[config.mk]
export PLATFORM = sky130hd
export DESIGN_NAME = seg7_hex_capture_flat
export DESIGN_NICKNAME = d
export VERILOG_FILES = /design/src/rtl/seg7_pkg.sv /design/src/rtl/seg7_hex_capture_if.sv /design/src/rtl/seg7_font_decode.sv /design/src/rtl/seg7_hex_capture.sv /design/src/flat_wrapper.sv
export SDC_FILE = /design/constraint.sdc
export NUM_CORES = 1
export LEC_CHECK = 0
export BUFFER_PORTS_ARGS = -buffer_cell sky130_fd_sc_hd__buf_2
export CORE_AREA = 2 2 58 101
export DETAILED_ROUTE_END_ITERATION = 8
export DIE_AREA = 0 0 60 103
export GPL_ROUTABILITY_DRIVEN = 1
export PLACE_DENSITY = 0.75
export SYNTH_ARGS = -nofsm -noshare
export SYNTH_HDL_FRONTEND = slang
export SYNTH_HIERARCHICAL = 1
export SYNTH_SLANG_ARGS = --single-unit
[constraint.sdc]
create_clock -name clk -period 5.25 [get_ports clk]
set_input_delay 0.7875 -clock clk [delete_from_list [all_inputs] [get_ports clk]]
set_output_delay 0.7875 -clock clk [all_outputs]
set_load 0.05 [all_outputs]
[src/rtl/seg7_pkg.sv]
// Shared 7-segment definitions: font table, blank code, segment
// indices and the capture state enum.
package seg7_pkg;

  localparam int SEG_A = 0;
  localparam int SEG_B = 1;
  localparam int SEG_C = 2;
  localparam int SEG_D = 3;
  localparam int SEG_E = 4;
  localparam int SEG_F = 5;
  localparam int SEG_G = 6;

  localparam logic [6:0] BLANK = 7'h00;

  // Active-high {g,f,e,d,c,b,a}; entry n is hex digit n
  localparam logic [15:0][6:0] FONT = {
    7'h71, 7'h79, 7'h5E, 7'h39,
    7'h7C, 7'h77, 7'h6F, 7'h7F,
    7'h07, 7'h7D, 7'h6D, 7'h66,
    7'h4F, 7'h5B, 7'h06, 7'h3F
  };

  typedef enum logic {
    EMPTY  = 1'b0,
    LOCKED = 1'b1
  } state_e;

endpackage

[src/rtl/seg7_hex_capture_if.sv]
// Segment bus in, decoded digit and error counters out.
// The master drives the bus; the capture block is the slave.
interface seg7_hex_capture_if #(
  parameter int ERR_W = 8
);

  logic [6:0]       seg_in;
  logic             clr_err;
  logic [3:0]       digit;
  logic             digit_valid;
  logic             have_digit;
  logic             blank;
  logic [ERR_W-1:0] bad_pat_cnt;
  logic [ERR_W-1:0] seq_err_cnt;

  modport master (
    output seg_in, clr_err,
    input  digit, digit_valid, have_digit,
    input  blank, bad_pat_cnt, seq_err_cnt
  );

  modport slave (
    input  seg_in, clr_err,
    output digit, digit_valid, have_digit,
    output blank, bad_pat_cnt, seq_err_cnt
  );

endinterface

[src/rtl/seg7_font_decode.sv]
// Combinational 7-segment pattern to hex digit decoder.
// valid_o is set only for one of the 16 font patterns.
module seg7_font_decode
  import seg7_pkg::*;
(
  input  logic [6:0] pat_i,
  output logic       valid_o,
  output logic       blank_o,
  output logic [3:0] digit_o
);

  always_comb begin
    valid_o = 1'b0;
    digit_o = 4'd0;
    for (int i = 0; i < 16; i++) begin
      if (pat_i == FONT[i]) begin
        valid_o = 1'b1;
        digit_o = 4'(i);
      end
    end
  end

  assign blank_o = (pat_i == BLANK);

endmodule

[src/rtl/seg7_hex_capture.sv]
// Samples and debounces a 7-segment bus, decodes the digit and
// checks that digits form a mod-16 up-count or a clear to 0.
module seg7_hex_capture
  import seg7_pkg::*;
#(
  parameter int STABLE_CYCLES = 4,
  parameter int ACTIVE_LOW    = 0,
  parameter int ERR_W         = 8
) (
  input  logic               clk,
  input  logic               rst,
  seg7_hex_capture_if.slave  bus
);

  localparam logic [3:0] N = 4'(STABLE_CYCLES);

  logic [6:0]       sync1_q, sync2_q;
  logic [6:0]       prev_q, last_q, last_d;
  logic [3:0]       cnt_q, cnt_d;
  state_e           state_q, state_d;
  logic [3:0]       digit_q, digit_d;
  logic             dv_q, dv_d;
  logic             have_q, have_d;
  logic             blank_q, blank_d;
  logic [ERR_W-1:0] bad_q, bad_d;
  logic [ERR_W-1:0] seq_q, seq_d;

  logic [6:0] s;
  logic       same, accept;
  logic       bad_inc, seq_inc;
  logic       dec_valid, dec_blank;
  logic [3:0] dec_digit;

  assign s = (ACTIVE_LOW != 0) ? ~sync2_q : sync2_q;
  assign same = (s == prev_q);
  // Fires only on the cycle the run first hits N
  assign accept = same && (cnt_q == N - 4'd1)
               && (s != last_q);

  seg7_font_decode u_dec (
    .pat_i   (s),
    .valid_o (dec_valid),
    .blank_o (dec_blank),
    .digit_o (dec_digit)
  );

  always_comb begin
    cnt_d = 4'd1;
    if (same) begin
      cnt_d = (cnt_q == N) ? cnt_q : cnt_q + 4'd1;
    end
  end

  always_comb begin
    state_d = state_q;
    digit_d = digit_q;
    dv_d    = 1'b0;
    have_d  = have_q;
    blank_d = blank_q;
    last_d  = last_q;
    bad_inc = 1'b0;
    seq_inc = 1'b0;
    if (accept) begin
      last_d = s;
      unique case (1'b1)
        dec_valid: begin
          digit_d = dec_digit;
          dv_d    = 1'b1;
          have_d  = 1'b1;
          blank_d = 1'b0;
          state_d = LOCKED;
          if (state_q == LOCKED
              && dec_digit != digit_q + 4'd1
              && dec_digit != 4'd0)
            seq_inc = 1'b1;
        end
        dec_blank: begin
          blank_d = 1'b1;
          have_d  = 1'b0;
          state_d = EMPTY;
        end
        default: begin
          bad_inc = 1'b1;
          state_d = EMPTY;
        end
      endcase
    end
  end

  // Clear has priority over a same-cycle increment
  always_comb begin
    bad_d = bad_q;
    seq_d = seq_q;
    if (bus.clr_err) begin
      bad_d = '0;
      seq_d = '0;
    end else begin
      if (bad_inc && bad_q != '1) bad_d = bad_q + 1'b1;
      if (seq_inc && seq_q != '1) seq_d = seq_q + 1'b1;
    end
  end

  always_ff @(posedge clk or posedge rst) begin
    if (rst) begin
      sync1_q <= '0;
      sync2_q <= '0;
      prev_q  <= '0;
      cnt_q   <= '0;
      last_q  <= '0;
      state_q <= EMPTY;
      digit_q <= '0;
      dv_q    <= 1'b0;
      have_q  <= 1'b0;
      blank_q <= 1'b1;
      bad_q   <= '0;
      seq_q   <= '0;
    end else begin
      sync1_q <= bus.seg_in;
      sync2_q <= sync1_q;
      prev_q  <= s;
      cnt_q   <= cnt_d;
      last_q  <= last_d;
      state_q <= state_d;
      digit_q <= digit_d;
      dv_q    <= dv_d;
      have_q  <= have_d;
      blank_q <= blank_d;
      bad_q   <= bad_d;
      seq_q   <= seq_d;
    end
  end

  assign bus.digit       = digit_q;
  assign bus.digit_valid = dv_q;
  assign bus.have_digit  = have_q;
  assign bus.blank       = blank_q;
  assign bus.bad_pat_cnt = bad_q;
  assign bus.seq_err_cnt = seq_q;

endmodule

[src/flat_wrapper.sv]
// flat-port wrapper written by rule: the top's interface ports become plain ports
module seg7_hex_capture_flat import seg7_pkg::*;
#(
  parameter int STABLE_CYCLES = 4,
  parameter int ACTIVE_LOW    = 0,
  parameter int ERR_W         = 8
)
  (clk, rst, bus_seg_in, bus_clr_err, bus_digit, bus_digit_valid, bus_have_digit, bus_blank, bus_bad_pat_cnt, bus_seq_err_cnt);
  seg7_hex_capture_if #(.ERR_W(ERR_W)) bus_i ();
  input  logic clk;
  input  logic rst;
  input wire logic [$bits(bus_i.seg_in)-1:0] bus_seg_in;
  input wire logic [$bits(bus_i.clr_err)-1:0] bus_clr_err;
  output wire logic [$bits(bus_i.digit)-1:0] bus_digit;
  output wire logic [$bits(bus_i.digit_valid)-1:0] bus_digit_valid;
  output wire logic [$bits(bus_i.have_digit)-1:0] bus_have_digit;
  output wire logic [$bits(bus_i.blank)-1:0] bus_blank;
  output wire logic [$bits(bus_i.bad_pat_cnt)-1:0] bus_bad_pat_cnt;
  output wire logic [$bits(bus_i.seq_err_cnt)-1:0] bus_seq_err_cnt;
  assign bus_i.seg_in = bus_seg_in;
  assign bus_i.clr_err = bus_clr_err;
  assign bus_digit = bus_i.digit;
  assign bus_digit_valid = bus_i.digit_valid;
  assign bus_have_digit = bus_i.have_digit;
  assign bus_blank = bus_i.blank;
  assign bus_bad_pat_cnt = bus_i.bad_pat_cnt;
  assign bus_seq_err_cnt = bus_i.seq_err_cnt;
  seg7_hex_capture #(.STABLE_CYCLES(STABLE_CYCLES), .ACTIVE_LOW(ACTIVE_LOW), .ERR_W(ERR_W)) u_core (.clk(clk), .rst(rst), .bus(bus_i));
endmodule
==> reports/qor.yml <==
avgSynthCellArea_um2: 10.3
worstMarginPinSlew_ns: 0.956
drive_gt1_frac: 0.195
setup_viol: 0
synth_edf_count: 0
syn_area_um2: 2840
rsz0062_at_grt: "false"
synth_area_leaders: "dfrtp_1 48%, xnor2_1 4.9%, nand2_1 4.8%"
cts-root-buf: "clkbuf_8"
routed_wl_um: 5730
gp_congestion: 0.860
fmax_mhz: 287
end_kind: "flop"
r2r_setup_slack_ns: 1.77
drv_cap: 0
crit_required_ns: 5.49
clkTransAtPathRegs_ns: 0.10
filler_cell_count: 466
track_usage: 0.207
cpLargestDelayFamily: "simple AND/OR/NAND/NOR gates"
finalCritPeriodShare: 0.663
fin_area_um2: 3150
holdWs_ns: 0.345
critPathMaxFanout: 17
relSlewSlack: 0.357
grt_pass1_vias: 2018
die_width_um: 60
p_leak_nw: 1.45
core_area_um2: 5450
start_kind: "flop"
dp_hpwl_um: 4230
hold_viol_final: 0
rr_startpoint: "u_core/s[4]$_DFF_PP0_"
antenna_found_initial: 0
finalCriticalPeriod_ns: 3.48
grt_util_met3: 0.0364
final_net_count: 322
htreeDepth: 2
viasPerCell: 5.53
dpl_cell_area_um2: 3060
num_vias: 2122
syn_inst: 277
post-synth-top-count-cell: "dfrtp_1"
ys_ff_latch: 56
finalClockSkew_ns: 0.0127
min_path_cells: 0
cts_buffer_depth: 2
port-buffer-count: 32
worst_hold_path.endpoint: "u_core/s[4]$_DFF_PP0_"
die_h_um: 103
start_util: 0.521
path_cells: "nand3b_1 > o32ai_1 > a21oi_1 > nand2_1 > xor2_1 > xnor2_1 > a311o_1 > or4_1 > or3_1 > a21oi_1"
worst_path_max_delay_cell: "dfrtp_1"
synth_top_area_frac: 0.484
hold_buffers: 0
dr.pass1.iters: 4
rows: 36
drv_slew: 0
status: "completed"
synthTopCellsByCount: "55 x dfrtp_1, 36 x nand2_1, 20 x nor2_1"
drt-wirelength-per-cell_um: 14.9
io_pins: 33
synth_nets: 292
cp_data_arrival_time_ns: 3.72
finalSetupTns_ns: 0
hp-class: "flop to flop"
reg2reg_depth: 10
cts_tree: "done"
synthArstFlopShare: 1.00
use_met1: 0.229
crit_type: "flop to flop"
ys_seq_area_frac: 0.494
syn_to_final_growth_pct: 10.8
drc: 0
drt_iter0_markers: 70
grt_overflow_total: 0
yosysWarnings: 6
synth.distinct_cells: 56
path_common_cell: "a21oi_1"
worstReg2RegEnd: "u_core/bus.seq_err_cnt[7]$_DFFE_PP0P_"
synth.largest_area_cell: "dfrtp_1"
cts_buffers: 5
min_from: "u_core/sync1_q[4]$_DFF_PP0_"
cts_resized: 0
top_usage_layer: "met2"
insertion_delay_ns: 0.32
antenna_left: 0
dieArea_um2: 6180
cts.sinks: 56
synth_ff_type: "dfrtp_1"
post-cts-setup-buffers: 0
max_stage_delay_ns: 0.72
diodes: 0
max-vdd-ir-drop_mv: 0.229
power_density_nw_per_um2: 235
final_util: 0.578
cp_num_buf_inv: 0
gr-usage-met2: 0.377
grt_pass1_wl_um: 9500
grt_max_degree: 57
[placed cells by master (no fill, tap or decap), drive strengths merged, types with 7 or more instances in the layout]
cell type,synthesis,layout
a21oi,12,12
buf,7,33
dfrtp,55,55
inv,8,9
nand2,36,36
nand3,12,12
nand4,7,7
nor2,20,20
o21ai,8,8
xnor2,16,16
xor2,12,12
[per-layer routing]
| metal | wire length [um] | up-vias |
|---|---|---|
| met5 | 0 | - |
| met4 | 149 | 0 |
| met3 | 179 | 15 |
| met2 | 3240 | 45 |
| met1 | 2160 | 1024 |
| li1 | - | 1038 |
[kinds of logic after synthesis]
group	count (synthesis)	synth area share
multiplexers	9	0.0343
buffers and inverters	18	0.0264
flip-flops	56	0.494
AO/OA/AOI/OAI	41	0.0956
XOR/XNOR	28	0.0863
AND/OR/NAND/NOR	120	0.242
adder cells (fa/ha/maj)	5	0.0220
[worst max-delay path by stage]
stage	from	endpoint	slack, ns	cells after the start
6_report	u_core/s[4]$_DFF_PP0_	u_core/bus.seq_err_cnt[7]$_DFFE_PP0P_	1.77	10
5_1_grt	u_core/s[4]$_DFF_PP0_	u_core/bus.seq_err_cnt[7]$_DFFE_PP0P_	1.52	10
4_1_cts	u_core/s[4]$_DFF_PP0_	u_core/bus.seq_err_cnt[7]$_DFFE_PP0P_	1.81	10
3_5_place_dp	u_core/s[4]$_DFF_PP0_	u_core/bus.seq_err_cnt[7]$_DFFE_PP0P_	1.85	10
3_3_place_gp	u_core/s[1]$_DFF_PP0_	u_core/bus.seq_err_cnt[6]$_DFFE_PP0P_	1.92	10
2_1_floorplan	u_core/s[1]$_DFF_PP0_	u_core/bus.seq_err_cnt[4]$_DFFE_PP0P_	2.19	12
[report_power, final]
group          switching [W]  total (W)  internal (W)
clock               0.000139   0.000233     0.0000948
sequential         0.0000152   0.000455      0.000439
combinational      0.0000318  0.0000510     0.0000193
[layout make-up]
class | count | area (um^2) | share of cell area
clock inverter | 3 | 21.3 | 0.00675
inverter | 8 | 30.0 | 0.00954
multi-input combinational | 203 | 1360 | 0.433
timing repair buffer | 33 | 168 | 0.0532
sequential | 56 | 1400 | 0.445
clock buffer | 5 | 68.8 | 0.0219
tap | 76 | 95.1 | 0.0302
[through the flow]
| stage | cells | power [W] | setup slack, ns |
|---|---|---|---|
| 2_1_floorplan | 277 | 0.000500 | 2.19 |
| 3_3_place_gp | 376 | 0.000513 | 1.92 |
| 6_report | 384 | 0.000739 | 1.77 |
| 3_5_place_dp | 376 | 0.000514 | 1.85 |
| 4_1_cts | 384 | 0.000749 | 1.81 |
| 5_1_grt | 384 | 0.000769 | 1.52 |
[sequential cells by signal (all words and copies together), names as in the netlist]
register and count:
u_core/bus.have_digit 1, u_core/prev_q 7, u_core/last_q 7, u_core/sync1_q 7
u_core/state_q 1, u_core/bus.seq_err_cnt 8, u_core/s 7, u_core/bus.digit_valid 1
u_core/bus.digit 4, u_core/cnt_q 4, u_core/bus.blank 1, u_core/bus.bad_pat_cnt 8
(Power assumes the default switching activity.)
